==> src/rtl/trace_arb_pkg.sv <==
// Shared types and width helpers for the trace stream arbiter.
package trace_arb_pkg;

  typedef enum logic [0:0] {
    ST_IDLE  = 1'b0,
    ST_GRANT = 1'b1
  } arb_state_e;

  function automatic int unsigned ptr_w(input int unsigned depth);
    return $clog2(depth);
  endfunction

  // Occupancy needs one extra bit to represent a completely full FIFO.
  function automatic int unsigned fill_w(input int unsigned depth);
    return $clog2(depth) + 1;
  endfunction

endpackage

==> src/rtl/trace_sync_fifo.sv <==
// Single-clock FIFO holding {last, word} entries for one trace channel.
module trace_sync_fifo
  import trace_arb_pkg::*;
#(
  parameter int unsigned WIDTH = 33,
  parameter int unsigned DEPTH = 8
) (
  input  logic                        clk_i,
  input  logic                        rst_i,
  input  logic                        push_i,
  input  logic [WIDTH-1:0]            din_i,
  input  logic                        pop_i,
  output logic [WIDTH-1:0]            dout_o,
  output logic                        full_o,
  output logic                        empty_o,
  output logic [fill_w(DEPTH)-1:0]    fill_o
);

  localparam int unsigned AW = ptr_w(DEPTH);
  localparam int unsigned FW = fill_w(DEPTH);

  logic [WIDTH-1:0] r_mem [DEPTH];
  logic [AW-1:0]    r_wr_ptr;
  logic [AW-1:0]    r_rd_ptr;
  logic [FW-1:0]    r_count;
  logic             w_push;
  logic             w_pop;

  assign w_push  = push_i && !full_o;
  assign w_pop   = pop_i && !empty_o;
  assign full_o  = (r_count == FW'(DEPTH));
  assign empty_o = (r_count == '0);
  assign fill_o  = r_count;
  assign dout_o  = r_mem[r_rd_ptr];

  always_ff @(posedge clk_i) begin
    if (rst_i) begin
      r_wr_ptr <= '0;
      r_rd_ptr <= '0;
      r_count  <= '0;
    end else begin
      if (w_push) r_wr_ptr <= r_wr_ptr + AW'(1);
      if (w_pop)  r_rd_ptr <= r_rd_ptr + AW'(1);
      if (w_push && !w_pop)      r_count <= r_count + FW'(1);
      else if (!w_push && w_pop) r_count <= r_count - FW'(1);
    end
  end

  // Storage is not reset; contents are only observable once pushed.
  always_ff @(posedge clk_i) begin
    if (w_push) r_mem[r_wr_ptr] <= din_i;
  end

endmodule

==> src/rtl/trace_stream_arbiter.sv <==
// Round-robin, packet-atomic merge of NUM_CH trace streams onto one output.
// Optional macro TRACE_ARB_CH_ID_EN adds the packet_ch_o source-channel output.
module trace_stream_arbiter
  import trace_arb_pkg::*;
#(
  parameter int unsigned NUM_CH     = 2,
  parameter int unsigned WORD_W     = 32,
  parameter int unsigned FIFO_DEPTH = 8
) (
  input  logic                                  clk_i,
  input  logic                                  rst_i,
  input  logic [NUM_CH*WORD_W-1:0]              word_i,
  input  logic [NUM_CH-1:0]                     word_valid_i,
  input  logic [NUM_CH-1:0]                     word_last_i,
  output logic [NUM_CH-1:0]                     word_ready_o,
  output logic [WORD_W-1:0]                     packet_word_o,
  output logic                                  packet_word_valid_o,
  output logic                                  packet_word_last_o,
  input  logic                                  stall_i,
  output logic [NUM_CH*fill_w(FIFO_DEPTH)-1:0]  fill_o
`ifdef TRACE_ARB_CH_ID_EN
  ,
  output logic [$clog2(NUM_CH)-1:0]             packet_ch_o
`endif
);

  localparam int unsigned CH_W = $clog2(NUM_CH);
  localparam int unsigned FW   = fill_w(FIFO_DEPTH);
  localparam int unsigned EW   = WORD_W + 1;

  arb_state_e       r_state;
  arb_state_e       w_state_nxt;
  logic [CH_W-1:0]  r_grant;
  logic [CH_W-1:0]  w_grant_nxt;
  logic [CH_W-1:0]  r_rr_ptr;
  logic [CH_W-1:0]  w_rr_nxt;
  logic [CH_W-1:0]  w_sel;
  logic [CH_W-1:0]  w_idx;
  logic [CH_W-1:0]  w_grant_inc;
  logic             w_any;
  logic [NUM_CH-1:0] w_full;
  logic [NUM_CH-1:0] w_empty;
  logic [EW-1:0]    w_head [NUM_CH];
  logic [EW-1:0]    w_gnt_head;
  logic             w_out_valid;
  logic             w_pop_any;

  for (genvar gc = 0; gc < NUM_CH; gc++) begin : g_ch
    logic w_push;
    logic w_pop;
    assign w_push = word_valid_i[gc] && !w_full[gc];
    assign w_pop  = w_pop_any && (r_grant == CH_W'(gc));

    trace_sync_fifo #(
      .WIDTH (EW),
      .DEPTH (FIFO_DEPTH)
    ) u_fifo (
      .clk_i   (clk_i),
      .rst_i   (rst_i),
      .push_i  (w_push),
      .din_i   ({word_last_i[gc], word_i[gc*WORD_W +: WORD_W]}),
      .pop_i   (w_pop),
      .dout_o  (w_head[gc]),
      .full_o  (w_full[gc]),
      .empty_o (w_empty[gc]),
      .fill_o  (fill_o[gc*FW +: FW])
    );
  end

  // Ready depends only on full, so a full FIFO never accepts even while popping.
  assign word_ready_o        = ~w_full;
  assign w_gnt_head          = w_head[r_grant];
  assign w_out_valid         = (r_state == ST_GRANT) && !w_empty[r_grant];
  assign w_pop_any           = w_out_valid && !stall_i;
  assign packet_word_valid_o = w_out_valid;
  assign packet_word_o       = w_out_valid ? w_gnt_head[WORD_W-1:0] : '0;
  assign packet_word_last_o  = w_out_valid && w_gnt_head[WORD_W];
  assign w_grant_inc         = (r_grant == CH_W'(NUM_CH - 1)) ? '0 : r_grant + CH_W'(1);

  // First non-empty channel at or after rr_ptr, wrapping modulo NUM_CH.
  always_comb begin
    w_any = 1'b0;
    w_sel = r_rr_ptr;
    w_idx = '0;
    for (int unsigned k = 0; k < NUM_CH; k++) begin
      w_idx = CH_W'((32'(r_rr_ptr) + k) % NUM_CH);
      if (!w_any && !w_empty[w_idx]) begin
        w_any = 1'b1;
        w_sel = w_idx;
      end
    end
  end

  always_comb begin
    w_state_nxt = r_state;
    w_grant_nxt = r_grant;
    w_rr_nxt    = r_rr_ptr;
    case (r_state)
      ST_IDLE: begin
        if (w_any) begin
          w_state_nxt = ST_GRANT;
          w_grant_nxt = w_sel;
        end
      end
      ST_GRANT: begin
        if (w_pop_any && w_gnt_head[WORD_W]) begin
          w_state_nxt = ST_IDLE;
          w_rr_nxt    = w_grant_inc;
        end
      end
      default: w_state_nxt = ST_IDLE;
    endcase
  end

  always_ff @(posedge clk_i) begin
    if (rst_i) begin
      r_state  <= ST_IDLE;
      r_grant  <= '0;
      r_rr_ptr <= '0;
    end else begin
      r_state  <= w_state_nxt;
      r_grant  <= w_grant_nxt;
      r_rr_ptr <= w_rr_nxt;
    end
  end

`ifdef TRACE_ARB_CH_ID_EN
  assign packet_ch_o = (r_state == ST_GRANT) ? r_grant : '0;
`endif

endmodule

==> config.mk <==
export PLATFORM = sky130hd
export DESIGN_NAME = trace_stream_arbiter
export DESIGN_NICKNAME = d
export VERILOG_FILES = /design/src/rtl/trace_arb_pkg.sv /design/src/rtl/trace_sync_fifo.sv /design/src/rtl/trace_stream_arbiter.sv
export SDC_FILE = /design/constraint.sdc
export NUM_CORES = 1
export LEC_CHECK = 0
export CELL_PAD_IN_SITES_DETAIL_PLACEMENT = 1
export CELL_PAD_IN_SITES_GLOBAL_PLACEMENT = 1
export CORE_ASPECT_RATIO = 1.1
export CORE_MARGIN = 1.5
export CORE_UTILIZATION = 57
export CTS_CLUSTER_DIAMETER = 50
export DETAILED_ROUTE_END_ITERATION = 7
export PLACE_DENSITY = 0.95
export SLEW_MARGIN = 20
export SYNTH_ARGS = -nofsm -noshare
export SYNTH_HDL_FRONTEND = slang
export SYNTH_SLANG_ARGS = --single-unit
export TNS_END_PERCENT = 100
==> constraint.sdc <==
create_clock -name clk_i -period 6.7 [get_ports clk_i]
set_input_delay 0.67 -clock clk_i [delete_from_list [all_inputs] [get_ports clk_i]]
set_output_delay 0.67 -clock clk_i [all_outputs]
set_load 0.1 [all_outputs]
; Word level (Yosys, flattened, before mapping)
; Memory sizes are Yosys's and may differ from the RTL's. A register that Yosys moved wholly into a read port is not among the register bits.
; Cells that the tools add are included.
[op_classes]
n_addsub = 10
mux = 29
eq_ne = 2
bitwise_logic = 4
n_reduce_logical = 34
magnitude_cmp = 4
[ops]
columns = op, n
row1 = 33-bit 2-to-1 mux, 3
row2 = 32-bit 2-to-1 mux, 1
row3 = 1-bit logical AND, 17
row4 = 1-bit 2-to-1 mux, 16
row5 = 4-bit 2-to-1 mux, 4
row6 = 3-bit by 1-bit adder with 3-bit output (second input constant), 4
row7 = 3-bit 2-to-1 mux, 4
row8 = 1-bit zero test, 11
row9 = 4-bit by 1-bit adder with 4-bit output (second input constant), 2
row10 = 4-bit == test (second input constant), 2
row11 = 4-bit zero test, 2
row12 = 4-bit by 1-bit subtractor with 4-bit output (second input constant), 2
row13 = 1-bit by 2-bit < comparator with 1-bit output (second input constant), 3
row14 = 2-bit AND reduction, 2
row15 = 2-bit nonzero test, 2
row16 = 1-bit adder (second input constant), 2
row17 = 2-bit greater-or-equal comparator (second input constant), 1
row18 = 1-bit NOT, 2
row19 = 1-bit NOT with 2-bit output, 1
row20 = 2-bit NOT, 1
row21 = 1-bit one-hot mux with 2 select lines, 1
[totals]
output_inout_bits = 44
n_memories = 2
ramBits = 528
register_bits = 23
elab_cells = 94
[mem_list]
columns = name, depth, width, rd, rd_clocked_by_memory_dff, write_ports, line
row1 = g_ch[0].u_fifo.r_mem, 8, 33, 1, 1, 1, trace_sync_fifo.sv:22  ; logic [WIDTH-1:0] r_mem [DEPTH];
row2 = g_ch[1].u_fifo.r_mem, 8, 33, 1, 1, 1, trace_sync_fifo.sv:22

; Logic depth before layout (Yosys ltp)
; Gate-level depths: netlist of run 1.
[logic_depth]
depth_word = 11
depth_mapped = 11
ltp_nobuf = 10

; Modules after synthesis
; A second synthesis of run 1 with hierarchy kept.
[unflattened]
cells_unflattened = 1006
hier_area_um2 = 21898.5
[by_module_without_submodules]
columns = module, cells_each, seq_area_each_um2, instances, area_per_inst_um2
row1 = trace_sync_fifo, 454, 8187.9, 2, 10577.6
row2 = trace_stream_arbiter, 98, 60.1, 1, 743.2

; Worst setup path after synthesis of run 1
; No wires, ideal clock.
[synth_path]
path_kind = register to register
from = register g_ch[1].u_fifo.r_count[0]
to = memory g_ch[1].u_fifo.r_mem[0][0] (enable)
required_ns = 6.236
arrival_time_ns = 5.096
setup_time_ns = 0.464
setup_slack_ns = 1.140
stages_incl_launch_ff = 6
cell_sequence = dfxtp_1 or4b_1 clkbuf_1 nand2_1 or2_2 nor3_1
[synth_between]
elab_chain_cells = 6
[synth_lines]
columns = element, line
row1 = "start, declared", trace_sync_fifo.sv:25  ; logic [FW-1:0] r_count;
row2 = "start signal, assigned", trace_sync_fifo.sv:44  ; if (w_push && !w_pop) r_count <= r_count + FW'(1);
row3 = "start signal, assigned", trace_sync_fifo.sv:45  ; else if (!w_push && w_pop) r_count <= r_count - FW'(1);
row4 = 4-bit == test *, trace_sync_fifo.sv:31  ; assign full_o = (r_count == FW'(DEPTH));
row5 = 1-bit zero test *, "trace_sync_fifo.sv:29, trace_stream_arbiter.sv:51"
row6 = 1-bit logical AND, trace_stream_arbiter.sv:51  ; assign w_push = word_valid_i[gc] && !w_full[gc];
row7 = 1-bit logical AND *, trace_sync_fifo.sv:29  ; assign w_push = push_i && !full_o;
row8 = 1-bit 2-to-1 mux *, trace_sync_fifo.sv:51  ; if (w_push) r_mem[r_wr_ptr] <= din_i;
row9 = 1-bit 2-to-1 mux (implied by the code) *, trace_sync_fifo.sv:51
row10 = "end, declared", trace_sync_fifo.sv:22
; Mark *: on every way between the ends. The rest lies on a longest branch, timed or not.

==> impl_metrics.toml, run 1 <==
[clock_tree]
clk_pin_slew_ns = 0.06
postCtsHoldBufs = 0
clock-sinks = 557
cts_buffer_depth = 3
insertion_delay_ns = 0.62
post_cts_buffers = 0
cts_tree = "done"
cts_resized = 0
cts_root_buffer = "clkbuf_16"
numCtsBuffers = 53
h-tree-depth = 2

[floorplanning]
num_io_pins = 115
core_area_sq_um = 36350
die_y_microns = 205.2
num_rows = 73
die_w_microns = 186.8
dieArea_sq_um = 38330
initial_utilization = 0.5826

[grt]
grt_pass1_wl_mm = 77.69
grt_pass1_vias = 11510
grtUsageTotal = 0.2843
grt_overflow = 0
antenna_found_initial = 5
grt_max_degree = 51

[placed_design]
gp_congestion = 0.7851
dp_hpwl_mm = 29.89
post-place-ws_ns = 2.323
dp.cells = 1544
placedInstanceArea_sq_um = 22920
portBuffers = 114

[synthesis]
synth-seq-area-share = 0.7760
synth_area_leaders = "edfxtp_1, mux4_2, dfxtp_1"
syn_inst = 976
synth-simple-area-share = 0.02641
syn_area_sq_um = 21180
syn-mean-instance-area_sq_um = 21.70
synth_common_cells = "edfxtp_1, mux4_2, o22ai_1"
muxShareOfSynthArea = 0.1460
yosysTopAreaCellShare = 0.7486
synth_warnings = 0
async_reset_ff_frac = 0
ys_ff_latch = 557
yosysMostFrequentCell = "edfxtp_1"
synthAdderAreaFrac = 0.007798
synth_nets = 1059
synth_ff_type = "edfxtp_1"
yosysTopAreaCell = "edfxtp_1"
synth_xor_xnor_area_share = 0.004135
synth-compound-area-share = 0.02463
synth_top_family_by_area = "multiplexers"
yosysUniqueCellTypes = 37
synth_edf_count = 528

[drt]
first_iter_violations = 1143
drt-vias-per-instance = 6.487
route.vias.total = 10650
drt-total-wl_mm = 53.04
drtPass1Iterations = 5
drc = 0
ant_nets = 0
avgRoutedWirePerCell_microns = 32.30

[layout]
final_nets = 1197
syn_to_final_growth_pct = 15.82
fillers = 2942
drive_gt1_frac = 0.2255
design_area_sq_um = 24530
final_core_util = 0.6748
instances_no_fill = 1642

[power]
p_clk_frac = 0.284
p_leak_nw = 7.583
p_sw_frac = 0.3488
combPwrFrac = 0.282
p_sw_mw = 3.386
finalPower_mw = 9.708
intPower_mw = 6.322
irDropWorstVdd_mv = 0.5703
power_density_nw_per_um2 = 395.7
seq_power_share = 0.434

[timing]
fin_ws_ns = 1.700
fin_crit_sh = 0.7463
rsz0062_at_grt = "false"
setup-tns-final_ns = 0
tightest_slew_ns = 1.074
slew_headroom = 0.2816
clock.fmax_mhz = 200.0
skew_ns = 0.01925
drv_slew = 0
final_hold_viol_count = 0
hold_slack_ns = 0.5041
period_minus_slack_ns = 5.000
finalSetupViolCount = 0

[worst_setup_path]
crit_path_max_fanout = 46
crit_type = "flip-flop to output pin"
cp-end-kind = "output pin"
startpoint_type = "flip-flop"
required_ns = 6.03
critical_path_arrival_ns = 4.33

[flow_run]
maxCapViolations = 0

[hold_path]
hold_class = "flip-flop to flip-flop"

[outcome]
status = "finished, final reports clean"
## cell families (layout without fill, tap and decap cells)
kind of cell / after synthesis / count (layout)
mux: 143 / 143
buf+inv: 60 / 237
other cells: 0 / 2
flops: 557 / 557
xor+xnor: 10 / 10
simple gates: 113 / 113
compound gates: 81 / 81
fa+ha+maj: 12 / 12
## routing by layer
layer  share of wire  up-vias  GRT usage  routed length, microns
li1                -     4375          -                       -
met1            0.36     5686     0.3601                   19320
met2            0.54      495     0.5061                   28540
met3           0.069       89    0.04963                    3684
met4           0.027        6    0.09044                    1456
met5         0.00075        -          0                      40
## critical path, cell delays in order (launching register included)
cell and delay [ns]:
dfxtp_2 0.73, buf_4 0.69, mux4_2 0.34, o22ai_1 0.16, nor3_1 0.53, clkdlybuf4s50_1 1.25
## worst paths after layout
kind,endpoint,start,depth (start not counted),slack (ns)
hold reg to reg,g_ch[1].u_fifo.r_wr_ptr[0],g_ch[1].u_fifo.r_wr_ptr[0],2,0.50
setup / recovery,packet_word_o[11],flip-flop,5,1.70
setup reg to reg,g_ch[1].u_fifo.fill_o[3],g_ch[1].u_fifo.fill_o[0],10,3.57
hold / removal,g_ch[1].u_fifo.r_wr_ptr[0],g_ch[1].u_fifo.r_wr_ptr[0],2,0.50
## state kept, by name, summed over array words and instances, names as in the netlist, named ones only
signal,flops
g_ch.u_fifo.r_mem,528
g_ch.u_fifo.fill_o,8
g_ch.u_fifo.r_rd_ptr,6
g_ch.u_fifo.r_wr_ptr,6
r_grant,1
r_rr_ptr,1
r_state,1
## power by group through the flow
stage	Clock, mW	Combinational (mW)	Sequential, mW
2_1_floorplan	0	1.85	4.34
3_3_place_gp	0	2.57	4.26
3_5_place_dp	0	2.65	4.29
4_1_cts	2.78	2.69	4.23
5_1_grt	2.88	2.83	4.24
6_report	2.76	2.74	4.21
## cell usage in the layout (no fill, tap or decap), drive strengths merged, types with 2 or more instances in the layout
master         count
nor3              36
fa                 2
or4                2
a21oi             10
diode              2
a21o               2
ha                10
xnor2              3
o22ai             64
clkinvlp           2
or4b               2
clkinv            27
o21ai              2
mux2i              7
or2                3
mux2               4
edfxtp           528
nor2b              3
nand2             10
clkbuf            63
clkdlybuf4s50    114
nand2b             7
dfxtp             29
inv                9
buf               22
xor2               7
nor2              38
nand3              6
nor4               2
mux4             132
## final cells by class
| type | count | area (sq um) | share of cell area |
|---|---|---|---|
| flip-flops and latches | 557 | 16450 | 0.6704 |
| well taps | 487 | 609.3 | 0.02484 |
| repair buffers | 136 | 1346 | 0.05488 |
| diodes | 2 | 5.005 | 0.0002040 |
| multi-input cells | 359 | 4543 | 0.1852 |
| inverters | 7 | 26.28 | 0.001071 |
| clock inverters | 31 | 148.9 | 0.006070 |
| clock buffers | 63 | 1406 | 0.05733 |
(Power assumes the default switching activity.)
==> run 2: changes to the inputs <==
--- a/config.mk
+++ b/config.mk
@@ -9,10 +9,10 @@
 export CELL_PAD_IN_SITES_GLOBAL_PLACEMENT = 1
 export CORE_ASPECT_RATIO = 1.1
 export CORE_MARGIN = 1.5
-export CORE_UTILIZATION = 57
+export CORE_UTILIZATION = 47
 export CTS_CLUSTER_DIAMETER = 50
 export DETAILED_ROUTE_END_ITERATION = 7
-export PLACE_DENSITY = 0.95
+export PLACE_DENSITY = 0.85
 export SLEW_MARGIN = 20
 export SYNTH_ARGS = -nofsm -noshare
 export SYNTH_HDL_FRONTEND = slang
==> constraint.sdc (replaced) <==
create_clock -name clk_i -period 4.39 [get_ports clk_i]
set_input_delay 0.439 -clock clk_i [delete_from_list [all_inputs] [get_ports clk_i]]
set_output_delay 0.439 -clock clk_i [all_outputs]
set_load 0.1 [all_outputs]
==> run 2 against run 1 <==
Wire length is 3.0% lower. Sequential power is 51% higher. Non-clock buffer count is 12 higher. Largest cell class unchanged.
==> impl_metrics.toml, run 2 (same netlist as run 1, synthesis figures left out) <==
[clock_tree]
clock-sinks = 557
clk_pin_slew_ns = 0.06
insertion_delay_ns = 0.60
postCtsHoldBufs = 0
cts_root_buffer = "clkbuf_16"
post_cts_buffers = 0
h-tree-depth = 2
cts_buffer_depth = 3
numCtsBuffers = 57
cts_tree = "done"
cts_resized = 0

[grt]
grt_overflow = 0
antenna_found_initial = 10
grt_max_degree = 41
grtUsageTotal = 0.2296
grt_pass1_wl_mm = 76.06
grt_pass1_vias = 11410

[layout]
syn_to_final_growth_pct = 18.08
seqCellArea_sq_um = 16450
final_cell_mix = "edfxtp_1, mux4_2, clkdlybuf4s50_1, buf_4, o22ai_1"
final_common_cell = "edfxtp_1"
design_area_sq_um = 25010
fillers = 3820
multi_input_area_sq_um = 4566
largest_register_ffs = 528
drive_gt1_frac = 0.2706
final_core_util = 0.5621
largest_register = "g_ch.u_fifo.r_mem"
final_nets = 1213

[timing]
period_minus_slack_ns = 3.695
tightest_slew_ns = 0.9886
setup-tns-final_ns = 0
slew_headroom = 0.3388
rsz0062_at_grt = "false"
fin_crit_sh = 0.8417
drv_slew = 0
clock.fmax_mhz = 270.6
finalSetupViolCount = 0
fin_ws_ns = 0.6951
skew_ns = 0.01434
final_hold_viol_count = 0

[placed_design]
dp_hpwl_mm = 32.06
placedInstanceArea_sq_um = 23090
portBuffers = 114
gp_congestion = 0.7727
post-place-ws_ns = 1.192

[outcome]
status = "finished, final reports clean"

[power]
power_density_nw_per_um2 = 616.0
seq_power_share = 0.414
intPower_mw = 10.19
p_sw_frac = 0.3384
irDropWorstVdd_mv = 0.8014
p_sw_mw = 5.214
p_clk_frac = 0.319
p_leak_nw = 7.842
combPwrFrac = 0.268

[worst_setup_path]
path_cells = "or4_4 -> o211ai_4 -> buf_4 -> nor2_1 -> clkdlybuf4s50_1"
startpoint_type = "flip-flop"
crit_type = "flip-flop to output pin"
cp_slowest_stage_delay_ns = 0.99
cp-end-kind = "output pin"
crit_path_start = "g_ch[0].u_fifo.fill_o[0]"
reg2reg_depth = 10
r2r_end = "g_ch[1].u_fifo.fill_o[3]"
critical_path_arrival_ns = 3.26
slowest_stage = "clkdlybuf4s50_1"
r2r_slack_ns = 1.32
crit_path_max_fanout = 34
worstReg2RegStart = "g_ch[1].u_fifo.fill_o[0]"
required_ns = 3.95

[hold_path]
hold_class = "flip-flop to flip-flop"
min_from = "r_rr_ptr"
min_path_cells = 2
min_to = "r_rr_ptr"

[flow_run]
maxCapViolations = 0

[drt]
route.vias.total = 10460
first_iter_violations = 996
drt-vias-per-instance = 5.921
avgRoutedWirePerCell_microns = 29.13
drt-total-wl_mm = 51.44
drc = 0
drtPass1Iterations = 7
ant_nets = 0

[floorplanning]
initial_utilization = 0.4761
die_y_microns = 225.6
die_w_microns = 205.4
num_rows = 81
dieArea_sq_um = 46350
num_io_pins = 115
core_area_sq_um = 44490
## run 2: changes by cell type in the layout (fill, tap and decap cells not counted), sizes merged
cell,previous run,this run
clkbuf,63,77
bufinv,0,6
inv,9,10
clkinv,27,20
buf,22,66
diode,2,6
clkdlybuf4s50,114,82
## run 2: per-layer routing
layer	global-route usage	vias up	wire length, microns
met5	0	-	75
met3	0.05584	95	3818
met2	0.3855	429	26390
met1	0.2916	5493	19620
li1	-	4430	-
met4	0.08359	10	1537
## run 2: critical path, delay by kind of cell (launching register included)
family                 cells  cell delay, ns
flip-flops                 1            0.39
buffers and inverters      2            1.37
AND/OR/NAND/NOR            2            0.73
AO/OA/AOI/OAI              1            0.16
## run 2: power by group through the flow
| stage | Clock, mW | Combinational [mW] | Sequential (mW) |
|---|---|---|---|
| detailed placement | 0 | 4.11 | 6.48 |
| global route | 5.14 | 4.29 | 6.41 |
| global placement | 0 | 3.99 | 6.44 |
| floorplan | 0 | 2.83 | 6.61 |
| CTS | 4.98 | 4.15 | 6.38 |
| finish | 4.91 | 4.12 | 6.37 |
## run 2: how the worst max path moves through the flow
stage,endpoint,slack [ns]
final,packet_word_last_o,0.70
after CTS,packet_word_last_o,0.63
after floorplan,g_ch[1].u_fifo.r_mem[6][0],-0.29
after detailed placement,g_ch[1].u_fifo.fill_o[3],1.19
after global placement,g_ch[1].u_fifo.fill_o[3],1.31
after global routing,packet_word_last_o,0.56
## run 2: layout make-up
cell class,count,share of cell area
well taps,581,0.02907
clock buffers,77,0.06293
diodes,6,0.0006003
inverters,7,0.001051
repair buffers,148,0.05313
multi-input cells,359,0.1826
clock inverters,31,0.01311
flip-flops and latches,557,0.6576
## run 2: per-stage QoR
stage                     hold WS [ns]  power (mW)  std cells
after global placement          0.4517       10.43       1652
after CTS                       0.4743       15.50       1760
after floorplan                 0.4292       9.440        976
final                           0.4699       15.41       1766
after detailed placement        0.4637       10.59       1652
after global routing            0.4911       15.83       1765
